===== src/rtl/cpu_ctrl_fsm.sv =====
// Multi-cycle control sequencer: FETCH -> DECODE -> EXEC (-> MEM), owns the PC.
// Optional debug single-step (HOLD state and `step` port) is enabled by defining CTRL_STEP_EN.
module cpu_ctrl_fsm #(
    parameter int            PC_W     = 16,
    parameter logic [PC_W-1:0] RESET_PC = '0
) (
    input  logic            clk,
    input  logic            reset,
    input  logic [1:0]      instr_type,
    input  logic            wb,
    input  logic [7:0]      opcode,
    input  logic [PC_W-1:0] rtarget,
    input  logic            mem_ack,
`ifdef CTRL_STEP_EN
    input  logic            step,
`endif
    output logic [PC_W-1:0] pc,
    output logic            mem_req,
    output logic            mem_we,
    output logic            addr_sel,
    output logic            ir_en,
    output logic            reg_we,
    output logic [1:0]      wb_sel,
    output logic            flags_en,
    output logic [2:0]      state
);

    typedef enum logic [2:0] {
        FETCH  = 3'd0,
        DECODE = 3'd1,
        EXEC   = 3'd2,
        MEM    = 3'd3,
        HOLD   = 3'd4
    } state_t;

    localparam logic [1:0] T_RTYPE = 2'b00;
    localparam logic [1:0] T_ITYPE = 2'b01;
    localparam logic [1:0] T_PTYPE = 2'b10;
    localparam logic [1:0] T_JTYPE = 2'b11;

    localparam logic [7:0] OP_NOP  = 8'h00;
    localparam logic [7:0] OP_JALR = 8'h48;

    localparam logic [1:0] WB_ALU  = 2'b00;
    localparam logic [1:0] WB_MEM  = 2'b01;
    localparam logic [1:0] WB_LINK = 2'b10;

`ifdef CTRL_STEP_EN
    localparam state_t DONE_STATE  = HOLD;
    localparam state_t RESET_STATE = HOLD;
`else
    localparam state_t DONE_STATE  = FETCH;
    localparam state_t RESET_STATE = FETCH;
`endif

    state_t          state_q;
    state_t          state_d;
    logic [PC_W-1:0] pc_q;
    logic [PC_W-1:0] pc_d;
    logic [PC_W-1:0] pc_inc;

    assign pc_inc = pc_q + 1'b1;

    always_ff @(posedge clk) begin
        if (reset) begin
            state_q <= RESET_STATE;
            pc_q    <= RESET_PC;
        end else begin
            state_q <= state_d;
            pc_q    <= pc_d;
        end
    end

    always_comb begin
        state_d  = state_q;
        pc_d     = pc_q;
        mem_req  = 1'b0;
        mem_we   = 1'b0;
        addr_sel = 1'b0;
        ir_en    = 1'b0;
        reg_we   = 1'b0;
        wb_sel   = WB_ALU;
        flags_en = 1'b0;

        // Reset silences every strobe so an abandoned instruction writes nothing.
        if (!reset) begin
            case (state_q)
                FETCH: begin
                    mem_req = 1'b1;
                    ir_en   = mem_ack;
                    if (mem_ack) state_d = DECODE;
                end
                DECODE: begin
                    state_d = EXEC;
                end
                EXEC: begin
                    case (instr_type)
                        T_RTYPE, T_ITYPE: begin
                            reg_we   = wb;
                            // NOP and an untaken Jcond leave the flags alone.
                            flags_en = !((opcode == OP_NOP) || (opcode[7:4] == 4'h4));
                            pc_d     = pc_inc;
                            state_d  = DONE_STATE;
                        end
                        T_PTYPE: begin
                            state_d = MEM;
                        end
                        T_JTYPE: begin
                            if (opcode == OP_JALR) begin
                                reg_we = 1'b1;
                                wb_sel = WB_LINK;
                            end
                            pc_d    = rtarget;
                            state_d = DONE_STATE;
                        end
                        default: begin
                            pc_d    = pc_inc;
                            state_d = DONE_STATE;
                        end
                    endcase
                end
                MEM: begin
                    mem_req  = 1'b1;
                    addr_sel = 1'b1;
                    mem_we   = opcode[2];
                    if (mem_ack) begin
                        if (!opcode[2]) begin
                            reg_we = 1'b1;
                            wb_sel = WB_MEM;
                        end
                        pc_d    = pc_inc;
                        state_d = DONE_STATE;
                    end
                end
`ifdef CTRL_STEP_EN
                HOLD: begin
                    if (step) state_d = FETCH;
                end
`endif
                default: begin
                    state_d = FETCH;
                end
            endcase
        end
    end

    assign pc    = pc_q;
    assign state = state_q;

endmodule


===== config.mk =====
export PLATFORM = sky130hd
export DESIGN_NAME = cpu_ctrl_fsm
export DESIGN_NICKNAME = d
export VERILOG_FILES = /design/src/rtl/cpu_ctrl_fsm.sv
export SDC_FILE = /design/constraint.sdc
export NUM_CORES = 1
export LEC_CHECK = 0
export ABC_CLOCK_PERIOD_IN_PS = 2280
export CORE_MARGIN = 2
export CORE_UTILIZATION = 35
export DETAILED_ROUTE_END_ITERATION = 8
export PLACE_DENSITY = 0.67
export SETUP_SLACK_MARGIN = 0.1
export SYNTH_ARGS = -nofsm -noshare
export SYNTH_HDL_FRONTEND = slang
export SYNTH_SLANG_ARGS = --single-unit

===== constraint.sdc =====
create_clock -name clk -period 2.28 [get_ports clk]
set_clock_uncertainty 0.05 [all_clocks]
set_input_delay 0.228 -clock clk [delete_from_list [all_inputs] [get_ports clk]]
set_output_delay 0.228 -clock clk [all_outputs]
set_load 0.02 [all_outputs]

# == Word level (Yosys, flattened, before mapping) ==
# Index checks and enable logic that the tools add are counted.
# word_totals
elab_cells,55
regBits,19
out_inout_bits,27
input_bits,30
# op_classes
reduce_logical,11
n_eq_ne,11
add_sub_neg,1
muxes,30
# op_table
op,n
16-bit one-hot mux with 2 select lines,2
1-bit two-way mux,17
16-bit by 1-bit adder with 16-bit output (second input constant),1
16-bit two-way mux,1
3-bit one-hot mux with 4 select lines,1
8-bit by 7-bit == test with 1-bit output (second input constant),1
8-bit zero test,1
3-bit by 2-bit == test with 1-bit output (second input constant),2
2-bit two-way mux,3
3-bit two-way mux,2
3-bit one-hot mux with 2 select lines,1
2-bit == test (second input constant),2
4-bit by 3-bit == test with 1-bit output (second input constant),1
2-bit inequality test (second input constant),2
1-bit one-hot mux with 2 select lines,2
2-bit one-hot mux with 2 select lines,1
2-bit OR reduction,2
3-bit by 1-bit == test with 1-bit output (second input constant),1
3-bit zero test,1
3-bit by 2-bit inequality test with 1-bit output (second input constant),1
3-bit AND reduction,1
3-bit OR reduction,1
2-bit by 1-bit == test with 1-bit output (second input constant),1
2-bit zero test,1
other kinds (4),4

# == Logic depth before layout (Yosys ltp) ==
# logic_depth
ltp_word,6
ltp_mapped,8
ltp_nobuf,6

# == Worst setup path after synthesis ==
# OpenSTA, ideal clock, no wires.
# synth_path
path_kind,reg2out
startpoint,register state_q[1] (netlist: state[1])
endpoint,output port reg_we
setup_slack_ps,76
path_stages_with_launch,5
arrival_ps,1926
n_path_buf,0
path_cell_list,dfxtp_1 -> ha_1 -> nand2b_1 -> nor4_1 -> a211o_1
# synth_via
elab_chain_len,3
# synth_lines
element,line,source
"start, declared",56,state_t state_q;
"start signal, assigned",69,state_q <= state_d;
3-bit by 2-bit == test with 1-bit output,87,case (state_q)
1-bit one-hot mux with 2 select lines *,87,
1-bit two-way mux *,86,if (!reset) begin
"end, declared",22,"output logic reg_we,"
# Mark *: on every way between the ends. The rest lies on a longest branch, timed or not.

# == Worst setup path after layout ==
# layout_path
startpoint,input port opcode[5]
endpoint,output port reg_we
# layout_via
elab_chain_len,5
# layout_lines
element,line,source
"start, declared",11,"input logic [7:0] opcode,"
8-bit by 7-bit == test with 1-bit output,109,if (opcode == OP_JALR) begin
1-bit two-way mux,109,
1-bit one-hot mux with 2 select lines,97,case (instr_type)
1-bit one-hot mux with 2 select lines,87,
1-bit two-way mux,86,
# Every way passes these cells.

==> metrics.txt <==
Die Ht 66.99 um; Post-Synth Adder-Cell Area 4.505%; Hold Path Stages 2; Synth area leaders dfxtp_1, nand2_1, ha_1; CTS tree built; Period Utilization, post-route 89.06%; post_cts resized 6; clk_lat worst skew 0.26 ns; # port buffers 55; design area 2059 um^2; CP endpoint kind output pin; final setup violation count 0; # diodes 0; Initial DRC Count 122; Syn Std Cell Area 1389 um^2; Comb pwr share 35.3%; post-synth top area share 25.95%; grt total ovfl 0; Synthesized Nets 223; vias in the first global route 1342; Synthesis Warnings 0; layout cell share with drive strength beyond 1 9.016%; most frequent cells in the layout clkdlybuf4s50_1, nand2_1, dfxtp_1; antenna violations before repair 0; Max Root-Sink Buffers 2; main combinational cell family by area after synthesis simple AND/OR/NAND/NOR gates; # IOs 57; simple logic cell fraction of the synthesized area 37.57%; gr usage total 18.70%; Routed Wire Length 3965 um; Die Wd 66.99 um; Routed WL per cell 13.58 um; Synth cell types 40; Inserted Clock Buffers 3; final worst path period need 2.031 ns; Static Leakage 0.7140 nW; drt pass-1 iters 4; maxcap violations 0; clock root buffer clkbuf_8; Least-Margin Pin Slew 0.5339 ns; Reg power frac 38.0%; Remaining DRCs 0; commonest non-fill, non-tap cell in the layout clkdlybuf4s50_1; die area 4488 um^2; Int Power 0.6723 mW; Worst Hold Class reg2reg; WP data required 2.00 ns; RSZ-0062 raised after global routing no; CORE AREA 3744 um^2; area leader, netlist dfxtp_1; final count of hold timing violations 0; syn avg cell area 7.387 um^2; clock-pin slew on the worst setup and hold paths 0.07 ns; Synth Area in Compound Gates 19.91%; ANT nets after route 0; CP arrival 1.75 ns; global-route wire length before repair 6472 um; Slew Viols, Final 0; mux contribution to synthesized area 5.315%; H-tree depth 1; FF-to-FF End pc[3]; routed vias/inst 5.473; FF-to-FF Start state[0]; hold endpoint state[1]; Cells after Synth 188; Power Dens Cells 489.8 nW/um^2; CTS sink cnt 18; post-CTS setup buffers 0; status completed; Synth Area in XOR/XNOR 0%; Site Rows 22; Reg2Reg Depth 7; r2r setup slk 0.28 ns; Seq cells post-synth 18; Final Wtd Congestion 0.8025; Sum Neg Setup Slack 0 ns; DP Area 2002 um^2; Starting Density 37.10%; f_max 0.4925 GHz; register area share after synthesis 25.95%; Sw Pwr 0.3364 mW; area grow syn2layout 48.29%; Fill cells 395; part of the power in the clock network 26.7%; worst rel slew slack 63.39%; worst min-delay path startpoint state[1]; CP Launch Type input port; NumNets Final 280; crit path max fanout 2; Post-CTS Hold Buffers 0; largest net degree at the start of global routing 25; post-DP HPWL 2991 um; vias 1598; Worst Setup Path Type in2out; Sw Ratio 33.35%; largest vdd supply drop 0.2500 mV
-- power by group through the flow --
stage                     logic (mW)  registers, mW  clock network, mW
after floorplan                0.170          0.412                  0
after global placement         0.355          0.389                  0
after detailed placement       0.356          0.389                  0
after CTS                      0.356          0.383              0.279
after global routing           0.389          0.390              0.296
final                          0.356          0.383              0.270
-- flip-flops by register name, summed over array words and instances, names as in the netlist --
register	cells
pc	16
state	2
-- stage by stage --
stage	worst slack [ns]	total power, mW	cells	util, %	hold slack, ns
after floorplan	0.2071	0.5825	188	-	0.3370
after global placement	-0.04102	0.7439	288	53.48	0.4631
after detailed placement	-0.06326	0.7446	288	53.48	0.4678
after CTS	0.1584	1.018	292	54.81	0.4656
after global routing	0.1100	1.075	292	55.01	0.4904
final	0.2493	1.009	292	55.01	0.4720
-- synth_stat cells --
library cell	instances
nand2_1	20
dfxtp_1	18
nor2_1	14
nand3_1	12
o21ai_0	12
a21oi_1	9
nor4_1	9
inv_1	7
or3_1	7
and2_1	6
buf_2	6
nand4_1	6
ha_1	5
nor2b_1	5
nor3_1	5
a31oi_1	4
mux2i_1	4
a211oi_1	3
and3b_1	3
mux2_2	3
nand3b_1	3
o211ai_1	3
a211o_1	2
a22oi_1	2
buf_4	2
clkbuf_1	2
nor3b_1	2
o221ai_1	2
a311oi_1	1
a41oi_1	1
and4_1	1
buf_6	1
conb_1	1
nand2b_1	1
nand4_2	1
nor2_4	1
o21a_1	1
o21bai_1	1
o2bb2ai_1	1
o311a_1	1
-- worst max-delay path, stage by stage --
cell             delay (ns)
clkdlybuf4s50_1        0.39
or3_1                  0.40
nor4_2                 0.30
a211o_1                0.14
clkdlybuf4s15_1        0.30
-- layer usage --
metal | vias up | GRT usage [%] | part of all wire, %
met5 | - | 0 | 0
met1 | 734 | 25.94 | 45
met3 | 2 | 3.547 | 6.1
met2 | 52 | 29.63 | 48
met4 | 0 | 4.592 | 0.68
li1 | 810 | - | -
-- area by class of cell --
type,instances,area (um^2),share of cell area (%)
Multi-Input combinational cell,152,949.7,46.11
Sequential cell,18,362.8,17.62
Inverter,7,26.28,1.276
Timing Repair Buffer,63,605.6,29.40
Clock buffer,4,55.05,2.673
Tap cell,48,60.06,2.916
-- worst max path at each step --
stage              start  slack [ns]  endpoint
2_1_floorplan   state[0]        0.21    reg_we
3_3_place_gp   opcode[5]       -0.04    reg_we
3_5_place_dp   opcode[5]       -0.06    reg_we
4_1_cts         state[1]        0.16    reg_we
5_1_grt         state[0]        0.11    reg_we
6_report       opcode[5]        0.25    reg_we
-- cell families (layout without fill, tap and decap cells) --
logic type / Yosys count / after routing
simple gates: 96 / 96
compound gates: 43 / 43
flops: 18 / 18
buf+inv: 18 / 74
mux: 7 / 7
fa+ha+maj: 5 / 5
other cells: 1 / 1
No activity file was read; power rests on OpenSTA's default activity.
